`config.mk`:
```
export PLATFORM = sky130hd
export DESIGN_NAME = vga_frame_reader_flat
export DESIGN_NICKNAME = d
export VERILOG_FILES = /design/src/rtl/vga_frame_reader_if.sv /design/src/rtl/vga_frame_reader.sv /design/src/flat_wrapper.sv
export SDC_FILE = /design/constraint.sdc
export NUM_CORES = 1
export LEC_CHECK = 0
export BUFFER_PORTS_ARGS = -buffer_cell sky130_fd_sc_hd__buf_2
export CAP_MARGIN = 0
export CORE_MARGIN = 5
export CORE_UTILIZATION = 30
export CTS_BUF_LIST = sky130_fd_sc_hd__clkbuf_2
export CTS_CLUSTER_DIAMETER = 40
export DETAILED_ROUTE_END_ITERATION = 10
export SLEW_MARGIN = 20
export SYNTH_ARGS = -nofsm -noshare
export SYNTH_HDL_FRONTEND = slang
export SYNTH_SLANG_ARGS = --single-unit
```
`constraint.sdc`:
```
create_clock -name clk -period 2.1 [get_ports clk]
set_clock_uncertainty 0.2 [all_clocks]
set_input_delay 0.21 -clock clk [delete_from_list [all_inputs] [get_ports clk]]
set_output_delay 0.21 -clock clk [all_outputs]
set_load 0.005 [all_outputs]
```
`src/rtl/vga_frame_reader_if.sv`:
```
// Video RAM read port and VGA connector signals of the frame reader.
// The reader is the master; the RAM/pin side is the slave.
interface vga_frame_reader_if;
  logic [2:0]  read_data;
  logic [15:0] read_address;
  logic        read_enable;
  logic        vga_r;
  logic        vga_g;
  logic        vga_b;
  logic        hsync;
  logic        vsync;
  logic        frame_start;

  modport master (
    input  read_data,
    output read_address, read_enable, vga_r, vga_g, vga_b, hsync, vsync, frame_start
  );

  modport slave (
    output read_data,
    input  read_address, read_enable, vga_r, vga_g, vga_b, hsync, vsync, frame_start
  );
endinterface

```
`src/rtl/vga_frame_reader.sv`:
```
// 640x480@60 VGA scan of a 256x256 3-bit frame buffer through a synchronous read port.
// Optional macro VGA_BORDER_EN draws a white 1-pixel frame around the window.
module vga_frame_reader #(
  parameter int          CLK_DIV  = 2,
  parameter int          H_ACTIVE = 640,
  parameter int          H_FP     = 16,
  parameter int          H_SYNC   = 96,
  parameter int          H_BP     = 48,
  parameter int          V_ACTIVE = 480,
  parameter int          V_FP     = 10,
  parameter int          V_SYNC   = 2,
  parameter int          V_BP     = 33,
  parameter int          WIN_X    = 0,
  parameter int          WIN_Y    = 0,
  parameter logic [2:0]  BG_COLOR = 3'b000
) (
  input  logic                clk,
  input  logic                rst_n,
  vga_frame_reader_if.master  vga
);

  localparam int H_TOTAL = H_ACTIVE + H_FP + H_SYNC + H_BP;
  localparam int V_TOTAL = V_ACTIVE + V_FP + V_SYNC + V_BP;
  localparam int DIV_W   = $clog2(CLK_DIV);

  typedef logic [9:0] cnt_t;

  logic [DIV_W-1:0] div;
  logic             tick;
  cnt_t             hcnt, vcnt, dx, dy;
  logic             active, inwin, border, hs, vs;
  logic             s1_inwin, s1_active, s1_border, s1_hs, s1_vs;
  logic [2:0]       pix;

  assign tick = (div == DIV_W'(CLK_DIV - 1));

  always_ff @(posedge clk or negedge rst_n) begin
    if (!rst_n)    div <= '0;
    else if (tick) div <= '0;
    else           div <= div + 1'b1;
  end

  always_ff @(posedge clk or negedge rst_n) begin
    if (!rst_n) begin
      hcnt <= '0;
      vcnt <= '0;
    end else if (tick) begin
      if (hcnt == cnt_t'(H_TOTAL - 1)) begin
        hcnt <= '0;
        vcnt <= (vcnt == cnt_t'(V_TOTAL - 1)) ? '0 : vcnt + 1'b1;
      end else begin
        hcnt <= hcnt + 1'b1;
      end
    end
  end

  // Modulo-1024 offsets: anything left of/above the window wraps high and fails the [0,255] test.
  assign dx     = hcnt - cnt_t'(WIN_X);
  assign dy     = vcnt - cnt_t'(WIN_Y);
  assign active = (hcnt < cnt_t'(H_ACTIVE)) && (vcnt < cnt_t'(V_ACTIVE));
  assign inwin  = active && (dx[9:8] == 2'b00) && (dy[9:8] == 2'b00);
  assign hs     = !((hcnt >= cnt_t'(H_ACTIVE + H_FP)) && (hcnt < cnt_t'(H_ACTIVE + H_FP + H_SYNC)));
  assign vs     = !((vcnt >= cnt_t'(V_ACTIVE + V_FP)) && (vcnt < cnt_t'(V_ACTIVE + V_FP + V_SYNC)));

`ifdef VGA_BORDER_EN
  cnt_t bx, by;
  logic on_col, on_row;
  assign bx     = hcnt - cnt_t'(WIN_X - 1);
  assign by     = vcnt - cnt_t'(WIN_Y - 1);
  assign on_col = (hcnt == cnt_t'(WIN_X - 1)) || (hcnt == cnt_t'(WIN_X + 256));
  assign on_row = (vcnt == cnt_t'(WIN_Y - 1)) || (vcnt == cnt_t'(WIN_Y + 256));
  assign border = active && !inwin && ((on_col && by <= 10'd257) || (on_row && bx <= 10'd257));
`else
  assign border = 1'b0;
`endif

  always_ff @(posedge clk or negedge rst_n) begin
    if (!rst_n) begin
      s1_inwin         <= 1'b0;
      s1_active        <= 1'b0;
      s1_border        <= 1'b0;
      s1_hs            <= 1'b1;
      s1_vs            <= 1'b1;
      vga.read_enable  <= 1'b0;
      vga.read_address <= '0;
    end else if (tick) begin
      s1_inwin        <= inwin;
      s1_active       <= active;
      s1_border       <= border;
      s1_hs           <= hs;
      s1_vs           <= vs;
      vga.read_enable <= inwin;
      if (inwin) vga.read_address <= {dy[7:0], dx[7:0]};
    end
  end

  always_ff @(posedge clk or negedge rst_n) begin
    if (!rst_n) vga.frame_start <= 1'b0;
    else        vga.frame_start <= tick && (hcnt == '0) && (vcnt == '0);
  end

  // RAM data fetched for the stage-1 address is sampled one tick later.
  always_comb begin
    pix = 3'b000;
    if (s1_inwin)       pix = vga.read_data;
    else if (s1_border) pix = 3'b111;
    else if (s1_active) pix = BG_COLOR;
  end

  always_ff @(posedge clk or negedge rst_n) begin
    if (!rst_n) begin
      {vga.vga_r, vga.vga_g, vga.vga_b} <= 3'b000;
      vga.hsync <= 1'b1;
      vga.vsync <= 1'b1;
    end else if (tick) begin
      {vga.vga_r, vga.vga_g, vga.vga_b} <= pix;
      vga.hsync <= s1_hs;
      vga.vsync <= s1_vs;
    end
  end

endmodule
```
`src/flat_wrapper.sv`:
```
// flat-port wrapper written by rule: the top's interface ports become plain ports
module vga_frame_reader_flat 
#(
  parameter int          CLK_DIV  = 2,
  parameter int          H_ACTIVE = 640,
  parameter int          H_FP     = 16,
  parameter int          H_SYNC   = 96,
  parameter int          H_BP     = 48,
  parameter int          V_ACTIVE = 480,
  parameter int          V_FP     = 10,
  parameter int          V_SYNC   = 2,
  parameter int          V_BP     = 33,
  parameter int          WIN_X    = 0,
  parameter int          WIN_Y    = 0,
  parameter logic [2:0]  BG_COLOR = 3'b000
)
  (clk, rst_n, vga_read_data, vga_read_address, vga_read_enable, vga_vga_r, vga_vga_g, vga_vga_b, vga_hsync, vga_vsync, vga_frame_start);
  vga_frame_reader_if vga_i ();
  input  logic clk;
  input  logic rst_n;
  input wire logic [$bits(vga_i.read_data)-1:0] vga_read_data;
  output wire logic [$bits(vga_i.read_address)-1:0] vga_read_address;
  output wire logic [$bits(vga_i.read_enable)-1:0] vga_read_enable;
  output wire logic [$bits(vga_i.vga_r)-1:0] vga_vga_r;
  output wire logic [$bits(vga_i.vga_g)-1:0] vga_vga_g;
  output wire logic [$bits(vga_i.vga_b)-1:0] vga_vga_b;
  output wire logic [$bits(vga_i.hsync)-1:0] vga_hsync;
  output wire logic [$bits(vga_i.vsync)-1:0] vga_vsync;
  output wire logic [$bits(vga_i.frame_start)-1:0] vga_frame_start;
  assign vga_i.read_data = vga_read_data;
  assign vga_read_address = vga_i.read_address;
  assign vga_read_enable = vga_i.read_enable;
  assign vga_vga_r = vga_i.vga_r;
  assign vga_vga_g = vga_i.vga_g;
  assign vga_vga_b = vga_i.vga_b;
  assign vga_hsync = vga_i.hsync;
  assign vga_vsync = vga_i.vsync;
  assign vga_frame_start = vga_i.frame_start;
  vga_frame_reader #(.CLK_DIV(CLK_DIV), .H_ACTIVE(H_ACTIVE), .H_FP(H_FP), .H_SYNC(H_SYNC), .H_BP(H_BP), .V_ACTIVE(V_ACTIVE), .V_FP(V_FP), .V_SYNC(V_SYNC), .V_BP(V_BP), .WIN_X(WIN_X), .WIN_Y(WIN_Y), .BG_COLOR(BG_COLOR)) u_core (.clk(clk), .rst_n(rst_n), .vga(vga_i));
endmodule
```
# After elaboration in Yosys (flattened, before gate mapping)
# Cells that the tools add are included.
[classes]
n_addsub = 3
n_lt_le_gt_ge = 6
n_eq_ne = 2
mux = 4
n_reduce_logical = 15
[op_table]
columns = ["cell", "count"]
rows = [
  ["$add 10x1->10 const B", 2],
  ["$eq 10x10->1 const B", 2],
  ["$logic_not 10->1", 2],
  ["$lt 10x10->1 const B", 2],
  ["$lt 10x9->1 const B", 2],
  ["$mux 10", 2],
  ["$ge 10x10->1 const B", 1],
  ["$ge 10x9->1 const B", 1],
  ["$logic_and 1x1->1", 7],
  ["$logic_not 2->1", 2],
  ["$reduce_and 2->1", 2],
  ["$mux 3", 1],
  ["$logic_not 1->1", 2],
  ["$add 1x1->1 const B", 1],
  ["$mux 1", 1],
]
[totals]
regBits = 46
in_bits = 5
elab_cells = 43

# Depth between registers and ports, before layout
# Gate-level depths: netlist (run 1).
[logic_depth]
depth_word = 5
depth_mapped = 6

# Worst setup path after synthesis (run 1)
# OpenSTA, ideal clock, no wires.
[synth_path]
kind = "register to register"
startpoint = "register u_core.hcnt[8]"
endpoint = "register u_core.vga.read_address[10]"
arrival_ps = 1469
required_time_ps = 1775
slack_ps = 306
stages_incl_launch_ff = 4
period_less_slack_ps = 1794
cell_sequence = "dfrtp_1 -> nor4_4 -> buf_6 -> mux2_2"
[synth_between]
elab_chain_cells = 5
[synth_lines]
columns = ["element", "line_no", "source"]
rows = [
  ["from (decl)", "vga_frame_reader.sv:30", "cnt_t hcnt, vcnt, dx, dy;"],
  ["from (signal assigned)", "vga_frame_reader.sv:52", "hcnt <= hcnt + 1'b1;"],
  ["$lt 10x10->1", "vga_frame_reader.sv:60", "assign active = (hcnt < cnt_t'(H_ACTIVE)) && (vcnt < cnt_t'(V_ACTIVE));"],
  ["$logic_and 1x1->1", "vga_frame_reader.sv:60", ""],
  ["$logic_and 1x1->1 * (2 in a row)", "vga_frame_reader.sv:61", "assign inwin = active && (dx[9:8] == 2'b00) && (dy[9:8] == 2'b00);"],
  ["$reduce_and 2->1 (no line) *", "-", ""],
  ["to (signal assigned)", "vga_frame_reader.sv:93", "if (inwin) vga.read_address <= {dy[7:0], dx[7:0]};"],
  ["to (decl)", "vga_frame_reader_if.sv:16", "output read_address, read_enable, vga_r, vga_g, vga_b, hsync, vsync, frame_start"],
]
# Mark *: on every way between the ends. The rest lies on a longest branch, timed or not.
# A chain may end at the register's enable or synchronous reset.

# Worst setup path after layout (run 1)
[layout_path]
startpoint = "register u_core.hcnt[0]"
endpoint = "register u_core.vcnt[7]"
[layout_between]
elab_chain_cells = 2
[layout_lines]
columns = ["element", "line_no", "source"]
rows = [
  ["$eq 10x10->1", "vga_frame_reader.sv:48", "if (hcnt == cnt_t'(H_TOTAL - 1)) begin"],
  ["$reduce_and 2->1 (no line)", "-", ""],
  ["to (signal assigned)", "vga_frame_reader.sv:50", "vcnt <= (vcnt == cnt_t'(V_TOTAL - 1)) ? '0 : vcnt + 1'b1;"],
  ["to (decl)", "vga_frame_reader.sv:30", ""],
]
# Every way passes these cells.

==> results of run 1 <==
## layout make-up
cell class / count / area [µm²] / area share
multi-input cells: 116 / 868 / 0.350
well taps: 96 / 120 / 0.0485
flip-flops and latches: 46 / 1160 / 0.466
inverters: 11 / 41.3 / 0.0167
repair buffers: 36 / 225 / 0.0909
clock inverters: 2 / 37.5 / 0.0151
clock buffers: 6 / 30.0 / 0.0121
## what timing repair did
item,CTS,global route
hold endpoints to repair,49,0
setup buffers,0,0
hold buffers,4,0
## metal layers
| layer | wire (µm) | part of all wire |
|---|---|---|
| met5 | 0 | 0 |
| met4 | 63 | 0.015 |
| met3 | 211 | 0.050 |
| met2 | 1890 | 0.45 |
| met1 | 2020 | 0.48 |
## cells by family (layout without fill, tap and decap cells)
group | count (synthesis) | after routing | share of synthesized area
compound gates | 24 | 24 | 0.0658
xor+xnor | 10 | 10 | 0.0415
fa+ha+maj | 4 | 4 | 0.0237
buf+inv | 19 | 55 | 0.0403
flops | 46 | 46 | 0.548
mux | 20 | 20 | 0.106
simple gates | 58 | 58 | 0.175
## synth_stat cells, drive strengths merged
cell,count,area share
dfrtp,42,0.50
mux2,18,0.096
nand2,13,0.023
nand3,13,0.037
o21ai,13,0.031
inv,11,0.020
nor2,7,0.016
buf,5,0.015
nor4,5,0.025
xnor2,5,0.021
xor2,5,0.021
a21oi,4,0.0095
and3,4,0.012
dfstp,4,0.050
ha,4,0.024
nand4,4,0.019
nor3,4,0.0095
clkbuf,3,0.0059
a31oi,2,0.0059
and4,2,0.0089
and4b,2,0.011
mux2i,2,0.0095
a21o,1,0.0042
nand2b,1,0.0030
nand4b,1,0.0042
o211ai,1,0.0036
o22a,1,0.0042
o31ai,1,0.0036
o41ai,1,0.0042
or3,1,0.0030
or4,1,0.0036
## stage by stage
stage	total power, mW	instances	hold slack [ns]
6_report	1.42	313	0.0636
5_1_grt	1.48	313	0.0574
4_1_cts	1.45	313	0.0586
3_5_place_dp	0.940	301	0.0323
3_3_place_gp	0.940	301	0.0372
2_1_floorplan	0.911	181	-0.286
## power by group through the flow
| stage | sequential (mW) | clock (mW) | combinational, mW |
|---|---|---|---|
| 3_5_place_dp | 0.907 | 0 | 0.0335 |
| 4_1_cts | 0.893 | 0.515 | 0.0392 |
| 2_1_floorplan | 0.908 | 0 | 0.00318 |
| 3_3_place_gp | 0.907 | 0 | 0.0335 |
| 6_report | 0.892 | 0.488 | 0.0369 |
| 5_1_grt | 0.894 | 0.543 | 0.0440 |
## state kept, by name, summed over array words and instances, names as in the netlist
name	flops
u_core.vga.hsync	1
u_core.vga.vga_b	1
u_core.s1_hs	1
u_core.vga.vga_g	1
u_core.vga.vga_r	1
u_core.div	1
u_core.vcnt	10
u_core.vga.read_enable	1
u_core.vga.frame_start	1
u_core.s1_vs	1
u_core.vga.read_address	16
u_core.hcnt	10
u_core.vga.vsync	1
## layout by cell type, fill, tap and decap left out, types with 5 or more instances in the layout
| cell type | Yosys | final |
|---|---|---|
| mux2_2 | 18 | 18 |
| o21ai_0 | 12 | 12 |
| inv_1 | 11 | 11 |
| xor2_1 | 5 | 5 |
| xnor2_1 | 5 | 5 |
| clkbuf_2 | 1 | 6 |
| nand3_1 | 12 | 12 |
| nand2_1 | 13 | 13 |
| dfrtp_1 | 42 | 42 |
| buf_2 | 4 | 27 |
| nor2_1 | 6 | 6 |
## worst min path at each step
stage | from | endpoint | cells after the start
final | rst_n | u_core.vga.vga_b | 2
after global routing | rst_n | u_core.vga.vga_b | 2
after CTS | rst_n | u_core.vga.vga_b | 2
after detailed placement | rst_n | u_core.vga.vga_b | 1
after global placement | rst_n | u_core.vga.vga_b | 1
after floorplan | rst_n | u_core.div | 0
==> impl_metrics.toml, run 1 <==
[layout]
layout.filler_cells = 725
syn2layout_area_growth_pct = 17.5
final_nets = 225
final_core_utilization = 0.363
antenna-diode-count = 0
stdcell_area_um2 = 2480
layout-drive-gt1-share = 0.323

[sta]
fmax_mhz = 526
setup_repair_after_global_routing_missed_its_margin = "false"
min_period_ns = 1.90
finalHoldViolCount = 0
relative_slew_slack = 0.625
worst_pin_slew_ns = 0.563
fin_crit_sh = 0.905
setup-tns-final_ns = 0
final_ws_setup_ns = 0.200
setup_viol_count_final = 0
final_max_tran_viols = 0

[worst_setup_path]
crit_path_largest_cell_delay_ns = 0.44
r2r.worst_path.cells = 5
cp-start-kind = "flop"
setup.worst_path.end = "u_core.vcnt[7]"
cp_max_fo = 7
cp.required_ns = 2.25
timing.rr.start = "u_core.hcnt[0]"
cp_top_family = "simple AND/OR/NAND/NOR gates"
arrival_ns = 2.05
crit_path_cell_trace = "ha_1 > and4_2 > nand3_4 > nor4_2 > xor2_1"
crit_cells = 5
worstSetupPathType = "flop to flop"
startpoint = "u_core.hcnt[0]"
end_kind = "flop"
r2r-end = "u_core.vcnt[7]"
worst-r2r-setup-slack_ns = 0.20
cp_num_buf_inv = 0
critical_path.slowest_cell = "dfrtp_1"

[cts]
cts.repair.resized = 0
clock-root-buffer = "clkbuf_2"
ctsHtreeMaxLevel = 2
numClockSinks = 46
cts_tree = "built"
numCtsBuffers = 5
worst_setup_hold_path_clk_slew_ns = 0.23
clk-insertion-delay-late_ns = 0.42
cts-root-to-sink-buffers = 2

[logic_synthesis]
total_of_flip_flops_plus_latches_after_synthesis = 46
synth_seq_area_share = 0.548
netlist_instances = 181
synthesis.yosys.warnings = 0
post_synth.cell_area_avg_um2 = 11.7
syn-num-nets = 190
synth.lib_cells_used.distinct = 41
synth.cell_area_um2 = 2110

[global_routing]
grt_util_met3 = 0.0248
use_met2 = 0.163
use_met1 = 0.149
grt_remaining_overflow = 0
maximum_number_of_pins_on_one_net_before_global_route_repair = 25
first_global_vias = 1524
number_of_antenna_violations_at_the_first_check_in_global_routing = 0
wire_length_of_the_first_global_routing_pass_um = 7500
global_route.peak_usage_layer = "met2"
groute.usage.overall = 0.107

[die]
io_pins = 28
core_region_area_um2 = 6830
floorplan.initialDensity = 0.309
die_outline_area_um2 = 8810
fp.dieH_um = 93.9
floorplan.rows = 30
floorplan.die.width_um = 93.9

[power]
power_frac_clock = 0.345
netSwitchingPower_uw = 306
power.share.combinational = 0.026
power_switching_share = 0.216
power_leakage_nw = 1.14
vdd.ir_drop.worst_v = 0.000284
power.share.sequential = 0.629
power_density_nw_per_um2 = 572
p_int_mw = 1.11

[place]
finalWeightedCongestion = 0.881
place_ws_ns = 0.248
numPortBuffers = 27
cell_area_reported_after_detailed_placement_um2 = 2370
dp.final_hpwl_um = 3040

[route]
detail_routed_net_length_per_standard_cell_um = 13.4
ant_nets = 0
dr.pass1.iters = 4
drt_iter0_markers = 95
route.final.wire_length_um = 4180
post_drt_via_cell_ratio = 4.72
post-route-drc-count = 0
vias = 1478

[outcome]
status = "completed"

[job]
count_of_max_cap_constraint_violations = 0

[hold_path]
min_path_type = "input port to asynchronous set/reset pin"
Note: power is estimated with default switching activity, not from simulation.
==> run 2, diff against run 1 <==
--- a/config.mk
+++ b/config.mk
@@ -5,6 +5,7 @@
 export SDC_FILE = /design/constraint.sdc
 export NUM_CORES = 1
 export LEC_CHECK = 0
+export ABC_AREA = 1
 export BUFFER_PORTS_ARGS = -buffer_cell sky130_fd_sc_hd__buf_2
 export CAP_MARGIN = 0
 export CORE_MARGIN = 5
==> impl_metrics.toml, run 2 <==
[place]
numPortBuffers = 27
cell_count_post_placement = 381
dp.final_hpwl_um = 3220
finalWeightedCongestion = 0.855

[sta]
setup_viol_count_final = 0
worst_pin_slew_ns = 0.579
fin_crit_sh = 0.819
setup-tns-final_ns = 0
setup_repair_after_global_routing_missed_its_margin = "false"
relative_slew_slack = 0.614
final_max_tran_viols = 0
min_period_ns = 1.72
fmax_mhz = 581
finalHoldViolCount = 0

[route]
route.final.wire_length_um = 4470
vias = 1729
post_drt_via_cell_ratio = 4.40
post-route-drc-count = 0
detail_routed_net_length_per_standard_cell_um = 11.4
drt_iter0_markers = 117
dr.pass1.iters = 4
ant_nets = 0

[cts]
ctsHtreeMaxLevel = 2
cts-root-to-sink-buffers = 2
cts.repair.resized = 0
clk-insertion-delay-late_ns = 0.39
clock-root-buffer = "clkbuf_2"
cts_tree = "built"
numClockSinks = 46
worst_setup_hold_path_clk_slew_ns = 0.22
numCtsBuffers = 5

[power]
power_density_nw_per_um2 = 509
power_leakage_nw = 1.27
power_switching_share = 0.221
power.share.sequential = 0.694
power.share.combinational = 0.026
p_int_mw = 1.00
power_frac_clock = 0.280
vdd.ir_drop.worst_v = 0.000220
netSwitchingPower_uw = 285

[worst_setup_path]
cp_max_fo = 12
cp_num_buf_inv = 0
worstSetupPathType = "flop to flop"
cp_top_family = "simple AND/OR/NAND/NOR gates"
crit_top_cell = "nand2_1"
end_kind = "flop"
critical_path.slowest_cell = "dfrtp_1"
cp.required_ns = 2.19
arrival_ns = 1.81
crit_path_cell_trace = "ha_1 > nand2_1 > nor2_2 > nand4_2 > nand2_1 > o21ai_2"
crit_path_largest_cell_delay_ns = 0.42
cp-start-kind = "flop"

[logic_synthesis]
post_synth.cell_area_avg_um2 = 8.48
post-synth-top-area-fraction = 0.479
total_of_flip_flops_plus_latches_after_synthesis = 46
synth_top_area_cell = "dfrtp_1"
syn-num-nets = 268
synth.lib_cells_used.distinct = 27
synth_enable_flop_cells = 0
post_synth_most_frequent_cells = "nand2_1, dfrtp_1, inv_1"
netlist_instances = 259
yosys.cell_count.top_type = "nand2_1"
postSynth.asyncResetShare = 1.00
yosys-top-cells-area = "dfrtp_1, nand2_1, o21ai_0"
synth.cell_area_um2 = 2200
synth_seq_area_share = 0.526
synthesis.yosys.warnings = 0
synth_top_flop_cell = "dfrtp_1"

[layout]
antenna-diode-count = 0
regMostFlops = "u_core.vga.read_address"
ff_latch_area_um2 = 1160
layout-drive-gt1-share = 0.197
multiInputGateArea_um2 = 867
largest_register_ffs = 16
largestRegisters = "u_core.vga.read_address: 16 flops, u_core.hcnt: 10 flops, u_core.vcnt: 10 flops"
leading_cell_type_in_the_layout_fill_and_taps_excluded = "nand2_1"
finish.cell_count_without_fillers = 393
final_nets = 302
layout.filler_cells = 758
syn2layout_area_growth_pct = 14.9
most_frequent_cells_in_the_layout = "nand2_1, dfrtp_1, inv_1, buf_2, o21ai_0"

[die]
fp.dieH_um = 95.6
floorplan.rows = 31
die_outline_area_um2 = 9130
floorplan.initialDensity = 0.306
floorplan.die.width_um = 95.6
core_region_area_um2 = 7180
io_pins = 28

[global_routing]
wire_length_of_the_first_global_routing_pass_um = 7850
first_global_vias = 1674
maximum_number_of_pins_on_one_net_before_global_route_repair = 47
groute.usage.overall = 0.109
grt_remaining_overflow = 0
number_of_antenna_violations_at_the_first_check_in_global_routing = 0

[job]
count_of_max_cap_constraint_violations = 0

[outcome]
status = "completed"

[hold_path]
min_path_type = "input port to asynchronous set/reset pin"
run 2: cell types whose count changed after synthesis, moves of 5 or more:
cell,before,now
o21ai_0,12,24
nand2_1,13,69
nand3_1,12,22
xnor2_1,5,0
inv_1,11,32
nor2_1,6,17
mux2_2,18,0
run 2: worst min-delay path, cell delays in order:
cell	delay (ns)
dlygate4sd3_1	0.52
buf_2	0.09
buf_4	0.47
run 2: cell type report:
type                            instances  area share
Sequential cell                        46       0.458
Multi-Input combinational cell        171       0.344
Timing Repair Buffer                   36      0.0843
Inverter                               33      0.0491
Tap cell                               99      0.0491
Clock buffer                            8      0.0159
run 2: layer usage:
layer | routed length [µm] | track usage
met5 | 0 | 0
met3 | 269 | 0.0324
met4 | 37 | 0.0249
met2 | 1760 | 0.153
met1 | 2410 | 0.162
run 2: metrics by stage:
step | hold slack (ns) | util | power (mW) | cell area, µm² | worst slack [ns]
after global placement | 0.136 | 0.341 | 0.936 | 2440 | 0.447
after CTS | 0.200 | 0.352 | 1.31 | 2520 | 0.371
after floorplan | -0.286 | - | 0.910 | 2200 | 0.635
after global routing | 0.217 | 0.352 | 1.35 | 2520 | 0.198
final | 0.197 | 0.352 | 1.29 | 2520 | 0.379
after detailed placement | 0.141 | 0.341 | 0.936 | 2440 | 0.386
run 2: power by group through the flow:
stage	Clock [mW]	Combinational (mW)	Sequential [mW]
floorplan	0	0.00246	0.908
global placement	0	0.0288	0.907
detailed placement	0	0.0295	0.907
CTS	0.386	0.0346	0.892
global route	0.415	0.0388	0.894
finish	0.360	0.0330	0.892
run 2: cell families (layout without fill, tap and decap cells):
logic type	count (synthesis)	after routing	share of synthesized area
AO/OA/AOI/OAI	34	34	0.0849
XOR/XNOR	5	5	0.0199
adder cells (fa/ha/maj)	4	4	0.0228
buffers and inverters	42	77	0.0786
flip-flops	46	46	0.526
AND/OR/NAND/NOR	128	128	0.267
run 2: final timing paths:
kind / start / end / slack, ns / cells past startpoint
max: u_core.hcnt[1] / u_core.vcnt[3] / 0.38 / 6
min: rst_n / u_core.vga.read_address[7] / 0.20 / 3
max reg2reg: u_core.hcnt[1] / u_core.vcnt[3] / 0.38 / 6
min reg2reg: u_core.vga.hsync / u_core.vga.hsync / 0.29 / 2
max in group asynchronous: rst_n / u_core.vga.hsync / 1.09 / 3
min in group clk: u_core.vga.hsync / u_core.vga.hsync / 0.29 / 2
run 2: timing repair:
action,4_1_cts,5_1_grt
endpoints found under the hold margin,45,0
hold buffers,4,0
buffers inserted,0,0
==> run 3, diff against run 2 <==
--- a/config.mk
+++ b/config.mk
@@ -5,7 +5,7 @@
 export SDC_FILE = /design/constraint.sdc
 export NUM_CORES = 1
 export LEC_CHECK = 0
-export ABC_AREA = 1
+export ABC_AREA = 0
 export BUFFER_PORTS_ARGS = -buffer_cell sky130_fd_sc_hd__buf_2
 export CAP_MARGIN = 0
 export CORE_MARGIN = 5
==> constraint.sdc (replaced) <==
create_clock -name clk -period 1.6 [get_ports clk]
set_clock_uncertainty 0.2 [all_clocks]
set_input_delay 0.16 -clock clk [delete_from_list [all_inputs] [get_ports clk]]
set_output_delay 0.16 -clock clk [all_outputs]
set_load 0.005 [all_outputs]
==> impl_metrics.toml, run 3 (synthesis gave the netlist of run 1 again) <==
[outcome]
status = "finished, violations left"
violations = "negative setup slack"

[worst_setup_path]
r2r.worst_path.cells = 4
arrival_ns = 1.83
worstSetupPathType = "flop to flop"
cp.required_ns = 1.72
worst-r2r-setup-slack_ns = -0.11
cp-start-kind = "flop"
timing.rr.start = "u_core.vcnt[9]"
end_kind = "flop"
r2r-end = "u_core.vga.read_address[11]"
cp_max_fo = 4

[power]
power_density_nw_per_um2 = 636
report.power.total_mw = 1.86
vdd.ir_drop.worst_v = 0.000279
p_int_mw = 1.47
power_switching_share = 0.212
power.share.sequential = 0.628
power_frac_clock = 0.343
power_leakage_nw = 1.45
netSwitchingPower_uw = 394
power.share.combinational = 0.029

[route]
route.final.wire_length_um = 4910
ant_nets = 0
drt_iter0_markers = 71
topRoutingLayerUsed = "met4"
detail_routed_net_length_per_standard_cell_um = 14.0
vias = 1644
detail_route.wirelength.met1_um = 2400
routed-wl-met3_um = 195
met2_length_um = 2300
dr.pass1.iters = 4
post-route-drc-count = 0
post_drt_via_cell_ratio = 4.68

[cts]
clk-insertion-delay-late_ns = 0.40
ctsHtreeMaxLevel = 2
numCtsBuffers = 5
worst_setup_hold_path_clk_slew_ns = 0.22
cts_tree = "built"
clock-root-buffer = "clkbuf_2"
cts-root-to-sink-buffers = 2
numClockSinks = 46

[sta]
relative_slew_slack = 0.745
setup_repair_after_global_routing_missed_its_margin = "true"
finalHoldViolCount = 0
final_ws_setup_ns = -0.110
min_period_ns = 1.71
fmax_mhz = 585
setup_viol_count_final = 23
worst_pin_slew_ns = 0.382
final_max_tran_viols = 0
fin_crit_sh = 1.07

[global_routing]
wire_length_of_the_first_global_routing_pass_um = 8420
first_global_vias = 1665
grt_remaining_overflow = 0
groute.usage.overall = 0.121
number_of_antenna_violations_at_the_first_check_in_global_routing = 0
maximum_number_of_pins_on_one_net_before_global_route_repair = 30

[die]
die_outline_area_um2 = 8810
floorplan.rows = 30
floorplan.die.width_um = 93.9
floorplan.initialDensity = 0.309
io_pins = 28
core_region_area_um2 = 6830
fp.dieH_um = 93.9

[layout]
largestRegisters = "u_core.vga.read_address: 16 flops, u_core.hcnt: 10 flops, u_core.vcnt: 10 flops"
most_frequent_cells_in_the_layout = "dfrtp_1, buf_4, buf_2, mux2_4, nand2_1"
syn2layout_area_growth_pct = 39.1
regMostFlops = "u_core.vga.read_address"
antenna-diode-count = 0
stdcell_area_um2 = 2930
largest_register_ffs = 16
final_core_utilization = 0.429
leading_cell_type_in_the_layout_fill_and_taps_excluded = "dfrtp_1"
final_nets = 263
layout-drive-gt1-share = 0.478

[place]
dp.final_hpwl_um = 3430
numPortBuffers = 27
cell_area_reported_after_detailed_placement_um2 = 2580
finalWeightedCongestion = 0.862

[hold_path]
min_path_type = "input port to asynchronous set/reset pin"

[job]
count_of_max_cap_constraint_violations = 0
run 3: metal layers:
metal  vias up  track usage
met5         -            0
met3         2       0.0272
met1       824        0.175
met4         0       0.0289
met2        27        0.183
li1        791            -
run 3: critical path, stage by stage, from the launching register on:
cell and delay [ns]:
dfrtp_1 0.44, nand2b_4 0.15, nor4_4 0.31, buf_4 0.23, mux2_4 0.30
run 3: power groups by stage:
stage	registers (mW)	clock network (mW)	logic, mW
3_5_place_dp	1.19	0	0.0442
5_1_grt	1.17	0.715	0.0641
2_1_floorplan	1.19	0	0.00417
4_1_cts	1.17	0.661	0.0569
6_report	1.17	0.639	0.0546
3_3_place_gp	1.19	0	0.0434
run 3: worst max-delay path by stage:
| stage | start | endpoint | slack, ns | cells after the start |
|---|---|---|---|---|
| after floorplan | u_core.hcnt[8] | u_core.vga.read_address[10] | -0.19 | 3 |
| after global placement | u_core.hcnt[8] | u_core.vga.read_address[5] | -0.04 | 3 |
| after detailed placement | u_core.hcnt[8] | u_core.vga.read_address[3] | -0.10 | 3 |
| after CTS | u_core.vcnt[9] | u_core.vga.read_address[11] | -0.11 | 4 |
| after global routing | u_core.vcnt[9] | u_core.vga.read_address[6] | -0.22 | 4 |
| final | u_core.vcnt[9] | u_core.vga.read_address[11] | -0.11 | 4 |
run 3: layout make-up:
cell class,count,area (µm²)
fill,676,3900
sequential,46,1160
multi-input combinational,116,1020
timing repair buffer,74,531
tap,96,120
inverter,11,41.3
clock buffer,7,35.0
clock inverter,1,30.0
run 3: timing repair:
action	CTS	global route
endpoints found under the setup margin	27	37
hold buffers	6	0
pin swaps	7	7
endpoints found under the hold margin	49	0
resized for setup	27	18
buffers inserted	5	4
run 3: stage by stage:
stage / hold slack, ns / setup WS (ns) / std cells / TNS, ns
2_1_floorplan: -0.336 / -0.194 / 181 / -1.93
3_3_place_gp: -0.0680 / -0.0425 / 329 / -0.494
3_5_place_dp: -0.0669 / -0.103 / 329 / -1.40
4_1_cts: 0.108 / -0.111 / 348 / -1.76
5_1_grt: 0.0754 / -0.223 / 351 / -4.56
6_report: 0.136 / -0.110 / 351 / -1.77
